**config.mk**
```make
export PLATFORM = sky130hd
export DESIGN_NAME = peak_result_reader
export DESIGN_NICKNAME = d
export VERILOG_FILES = /design/src/rtl/peak_result_reader.sv
export SDC_FILE = /design/constraint.sdc
export NUM_CORES = 1
export LEC_CHECK = 0
export ABC_AREA = 1
export CORE_UTILIZATION = 55
export DETAILED_ROUTE_END_ITERATION = 10
export GPL_TIMING_DRIVEN = 0
export PLACE_DENSITY = 0.78
export SYNTH_ARGS = -nofsm -noshare
export SYNTH_HDL_FRONTEND = slang
export SYNTH_SLANG_ARGS = --single-unit
```
**constraint.sdc**
```tcl
create_clock -name clk -period 2.2 [get_ports clk]
set_input_delay 0.44 -clock clk [delete_from_list [all_inputs] [get_ports clk]]
set_output_delay 0.44 -clock clk [all_outputs]
set_load 0.005 [all_outputs]
```
**src/rtl/peak_result_reader.sv**
```systemverilog
// peak_result_reader: captures the packed per-pixel peak-result word on the
// frame-done strobe and streams it one pixel per valid/ready transfer.
// One extra frame can be queued while the current one drains.
// Optional build macro PEAK_READER_CHECKSUM_EN appends an XOR trailer word
// (out_pixel = PIXELS) after the last pixel and moves out_last onto it.
module peak_result_reader #(
  parameter int NP     = 16,
  parameter int PIXELS = 4,
  parameter int PW     = 3
) (
  input  logic                 clk,
  input  logic                 res,
  input  logic                 frame_done,
  input  logic [NP*PIXELS-1:0] result,
  output logic                 out_valid,
  input  logic                 out_ready,
  output logic [NP-1:0]        out_data,
  output logic [PW-1:0]        out_pixel,
  output logic                 out_last,
  output logic                 busy,
  output logic                 overrun
);

  typedef enum logic {IDLE, STREAM} state_t;

`ifdef PEAK_READER_CHECKSUM_EN
  localparam int LAST = PIXELS;
`else
  localparam int LAST = PIXELS - 1;
`endif
  localparam logic [PW-1:0] LAST_IDX = PW'(LAST);

  state_t               state_q, state_d;
  logic [PW-1:0]        idx_q, idx_d;
  logic [NP*PIXELS-1:0] shadow_q, shadow_d;
  logic [NP*PIXELS-1:0] pend_q, pend_d;
  logic                 pend_full_q, pend_full_d;
  logic                 overrun_q, overrun_d;

  logic accept;
  logic last_accept;

  // Select pixel word i from a packed frame; out-of-range indices give zero.
  function automatic logic [NP-1:0] pick_word(input logic [NP*PIXELS-1:0] w,
                                              input logic [PW-1:0] i);
    logic [NP-1:0] r;
    r = '0;
    for (int k = 0; k < PIXELS; k++) begin
      if (i == PW'(k)) r = w[k*NP +: NP];
    end
    return r;
  endfunction

  // XOR of every pixel word in a packed frame.
  function automatic logic [NP-1:0] xor_words(input logic [NP*PIXELS-1:0] w);
    logic [NP-1:0] r;
    r = '0;
    for (int k = 0; k < PIXELS; k++) begin
      r = r ^ w[k*NP +: NP];
    end
    return r;
  endfunction

  // Output view of the shadow frame at the current index.
  always_comb begin
    out_valid = (state_q == STREAM);
    out_pixel = idx_q;
    out_last  = out_valid && (idx_q == LAST_IDX);
    out_data  = pick_word(shadow_q, idx_q);
`ifdef PEAK_READER_CHECKSUM_EN
    if (idx_q == PW'(PIXELS)) out_data = xor_words(shadow_q);
`endif
    busy      = (state_q == STREAM) || pend_full_q;
    overrun   = overrun_q;
  end

  assign accept      = out_valid && out_ready;
  assign last_accept = accept && (idx_q == LAST_IDX);

  // Next-state: frame capture, index advance, pending queue and overrun.
  always_comb begin
    state_d     = state_q;
    idx_d       = idx_q;
    shadow_d    = shadow_q;
    pend_d      = pend_q;
    pend_full_d = pend_full_q;
    overrun_d   = overrun_q;
    unique case (state_q)
      IDLE: begin
        if (frame_done) begin
          shadow_d = result;
          idx_d    = '0;
          state_d  = STREAM;
        end
      end
      STREAM: begin
        if (last_accept) begin
          idx_d = '0;
          if (pend_full_q) begin
            // Queued frame moves up; a simultaneous strobe refills the queue.
            shadow_d = pend_q;
            if (frame_done) pend_d = result;
            else            pend_full_d = 1'b0;
          end else if (frame_done) begin
            shadow_d = result;
          end else begin
            state_d = IDLE;
          end
        end else begin
          if (accept) idx_d = idx_q + PW'(1);
          if (frame_done) begin
            if (!pend_full_q) begin
              pend_d      = result;
              pend_full_d = 1'b1;
            end else begin
              overrun_d = 1'b1;
            end
          end
        end
      end
      default: state_d = IDLE;
    endcase
  end

  // State and storage registers; reset empties both frame buffers.
  always_ff @(posedge clk) begin
    if (res) begin
      state_q     <= IDLE;
      idx_q       <= '0;
      shadow_q    <= '0;
      pend_q      <= '0;
      pend_full_q <= 1'b0;
      overrun_q   <= 1'b0;
    end else begin
      state_q     <= state_d;
      idx_q       <= idx_d;
      shadow_q    <= shadow_d;
      pend_q      <= pend_d;
      pend_full_q <= pend_full_d;
      overrun_q   <= overrun_d;
    end
  end

endmodule

```
==> flow_metrics.tcl <==
set metrics [dict create \
    status "finished, violations left" \
    violations "setup timing" \
    htreeDepth 4 \
    worstHoldStart "shadow_q[58]$_SDFFE_PP0P_" \
    ys_types 25 \
    core_area_sq_um 12100 \
    clkSlewWorstSetupHoldPaths_ns 0.06 \
    hold_buffers 0 \
    synth_xor_xnor_area_share 0 \
    area_growth_pct 32.8 \
    critPathCaptureType "output port" \
    finalHoldViolCount 0 \
    clockBufferDepth 2 \
    dp_hpwl_um 13500 \
    grt_pass1_vias 6741 \
    max_slew_margin 0.505 \
    max_freq_ghz 0.423 \
    cts_tree "built" \
    ys_warn_count 0 \
    place_congestion 0.943 \
    fin_util 0.751 \
    timing.critical_path.from "out_pixel[0]$_SDFFE_PP0P_" \
    synth_fa_ha_area_frac 0.00734 \
    viasPerCell 5.73 \
    grt_max_degree 17 \
    yosys.area_share.simple 0.223 \
    dp.cells 1258 \
    postSynthCellCount 1001 \
    initial_utilization 0.565 \
    wl_per_cell_um 16.3 \
    cts_made_buffers 17 \
    grt_use_total 0.335 \
    initialDrtViolationCount 1023 \
    max-cap-violations 0 \
    skew_ns 0.00716 \
    synth.net_count 1073 \
    num_vias 7459 \
    ys_ff_latch 134 \
    synth_top_family_by_area "compound AO/OA/AOI/OAI gates" \
    dieWidth_um 113 \
    preCtsSetupSlack_ns -0.608 \
    first_pass_iters 6 \
    pin_count 91 \
    avgSynthCellArea_sq_um 6.81 \
    setup_violations 17 \
    grt.overflow.total 0 \
    drc_errors 0 \
    required_ns 1.76 \
    layout.cells.non_filler 1301 \
    synth_area_sq_um 6820 \
    root_buffer "clkbuf_16" \
    final_layout_size_suffix_gt1_frac 0.180 \
    power_density_nw_per_um2 765 \
    grt_pass1_wl_um 33800 \
    period_share 1.07 \
    io_buffers 89 \
    antenna_found_initial 0 \
    synth-compound-area-share 0.242 \
    peakVddDrop_v 0.000521 \
    rsz0062_at_grt "true" \
    p_leak_uw 0.00374 \
    clock-sinks 134 \
    start_kind "flop" \
    mostFrequentLayoutCell "nand2_1" \
    regToRegStartpoint "out_pixel[0]$_SDFFE_PP0P_" \
    min_period_ns 2.36 \
    die_area_sq_um 12800 \
    hold_path_class "reg2reg" \
    ant_nets 0 \
    worst_pin_slew_ns 0.743 \
    ys_seq_area_frac 0.393 \
    die_h_um 113 \
    layout_common_cells "nand2_1, a21oi_1, dfxtp_1" \
    routed_wl_um 21200 \
    n_antenna_cell 0 \
    worst_slack_ns -0.162 \
    crit_type "reg2out" \
    critPathMaxFanout 10 \
    nNetsFinal 1192 \
    row_count 40 \
    drv_slew 0 \
    clkLatencyLatePin_ns 0.43 \
    synth.area.mux_share 0 \
    cp.arrival_ns 1.92 \
    nFillCells 944 \
]
Yosys cell counts:
library cell,count,area (sq um)
buf_1,3,11.3
clkbuf_1,44,165
dfxtp_1,134,2680
o21ai_2,1,8.76
a31oi_1,2,12.5
nand2_1,168,631
nand2_4,1,11.3
o21ai_1,21,105
a21oi_2,1,8.76
or2_2,1,6.26
nand2_2,2,12.5
inv_1,108,405
o21ai_0,62,310
buf_4,8,60.1
a21oi_1,143,716
nor2_2,1,6.26
inv_2,1,3.75
o211ai_1,65,488
nor2_1,99,372
buf_2,19,95.1
nand3_1,87,435
ha_1,4,50.1
buf_6,15,169
nor3_1,10,50.1
clkinv_1,1,3.75
area by class of cell:
class / instances / area (sq um) / share of cell area
Inverter: 110 / 428 / 0.0473
Sequential cell: 134 / 2690 / 0.297
Timing Repair Buffer: 104 / 956 / 0.106
Tap cell: 168 / 210 / 0.0232
Clock inverter: 12 / 176 / 0.0195
Multi-Input combinational cell: 668 / 3600 / 0.397
Clock buffer: 20 / 457 / 0.0504
Buffer: 85 / 536 / 0.0591
logic make-up (layout without fill, tap and decap cells):
kind of cell / count (synthesis) / in the layout
AOI/OAI and AO/OA: 295 / 295
adders and majority gates: 4 / 4
DFF: 134 / 134
buffers and inverters: 199 / 331
and+or+nand+nor: 369 / 369
critical path: stages, from the launching register on:
cell and delay, ns:
dfxtp_4 0.43, inv_6 0.06, ha_4 0.19, nand2_4 0.21, nor3_2 0.08, o21ai_1 0.29, a21oi_2 0.10, buf_2 0.14
final timing paths:
check,endpoint,slack [ns],cells after the start
worst max-delay path,out_data[3],-0.16,7
worst min-delay path,shadow_q[58]$_SDFFE_PP0P_,0.46,2
worst max register to register,shadow_q[48]$_SDFFE_PP0P_,0.10,10
worst min register to register,shadow_q[58]$_SDFFE_PP0P_,0.46,2
layer usage:
metal  GRT usage  vias to the layer above  wire length (um)
li1            -                     3553                 -
met1       0.449                     3423              9040
met2       0.528                      405              9700
met3      0.0728                       78              1630
met4       0.132                        0               832
met5           0                        -                 0
per-stage QoR:
step	setup TNS [ns]	power, uW	cell area (sq um)	hold WS, ns
final	-1.74	6930	9060	0.464
after CTS	-1.21	6860	8870	0.462
after global placement	-23.17	3780	7920	0.450
after global routing	-2.25	7160	9060	0.479
after detailed placement	-24.32	3800	7920	0.453
after floorplan	0	3400	6820	0.440
repair_timing:
action                                 in CTS  in global routing
setup buffers                              11                  3
gates resized for setup                   178                 51
setup endpoints to repair                  21                 16
cloned                                      1                  0
endpoints found under the hold margin       0                  0
pin swaps                                  38                 35
where the power goes:
| part | total, uW | switching, uW | internal [uW] |
|---|---|---|---|
| Combinational | 1150 | 657 | 496 |
| Clock | 3060 | 1110 | 1950 |
| Sequential | 2710 | 113 | 2600 |
flip-flops by register name, indices dropped and copies added (netlist names):
register     flops
out_pixel        3
out_valid        1
overrun          1
pend_full_q      1
pend_q          64
shadow_q        64
No activity file was read; power rests on OpenSTA's default activity.
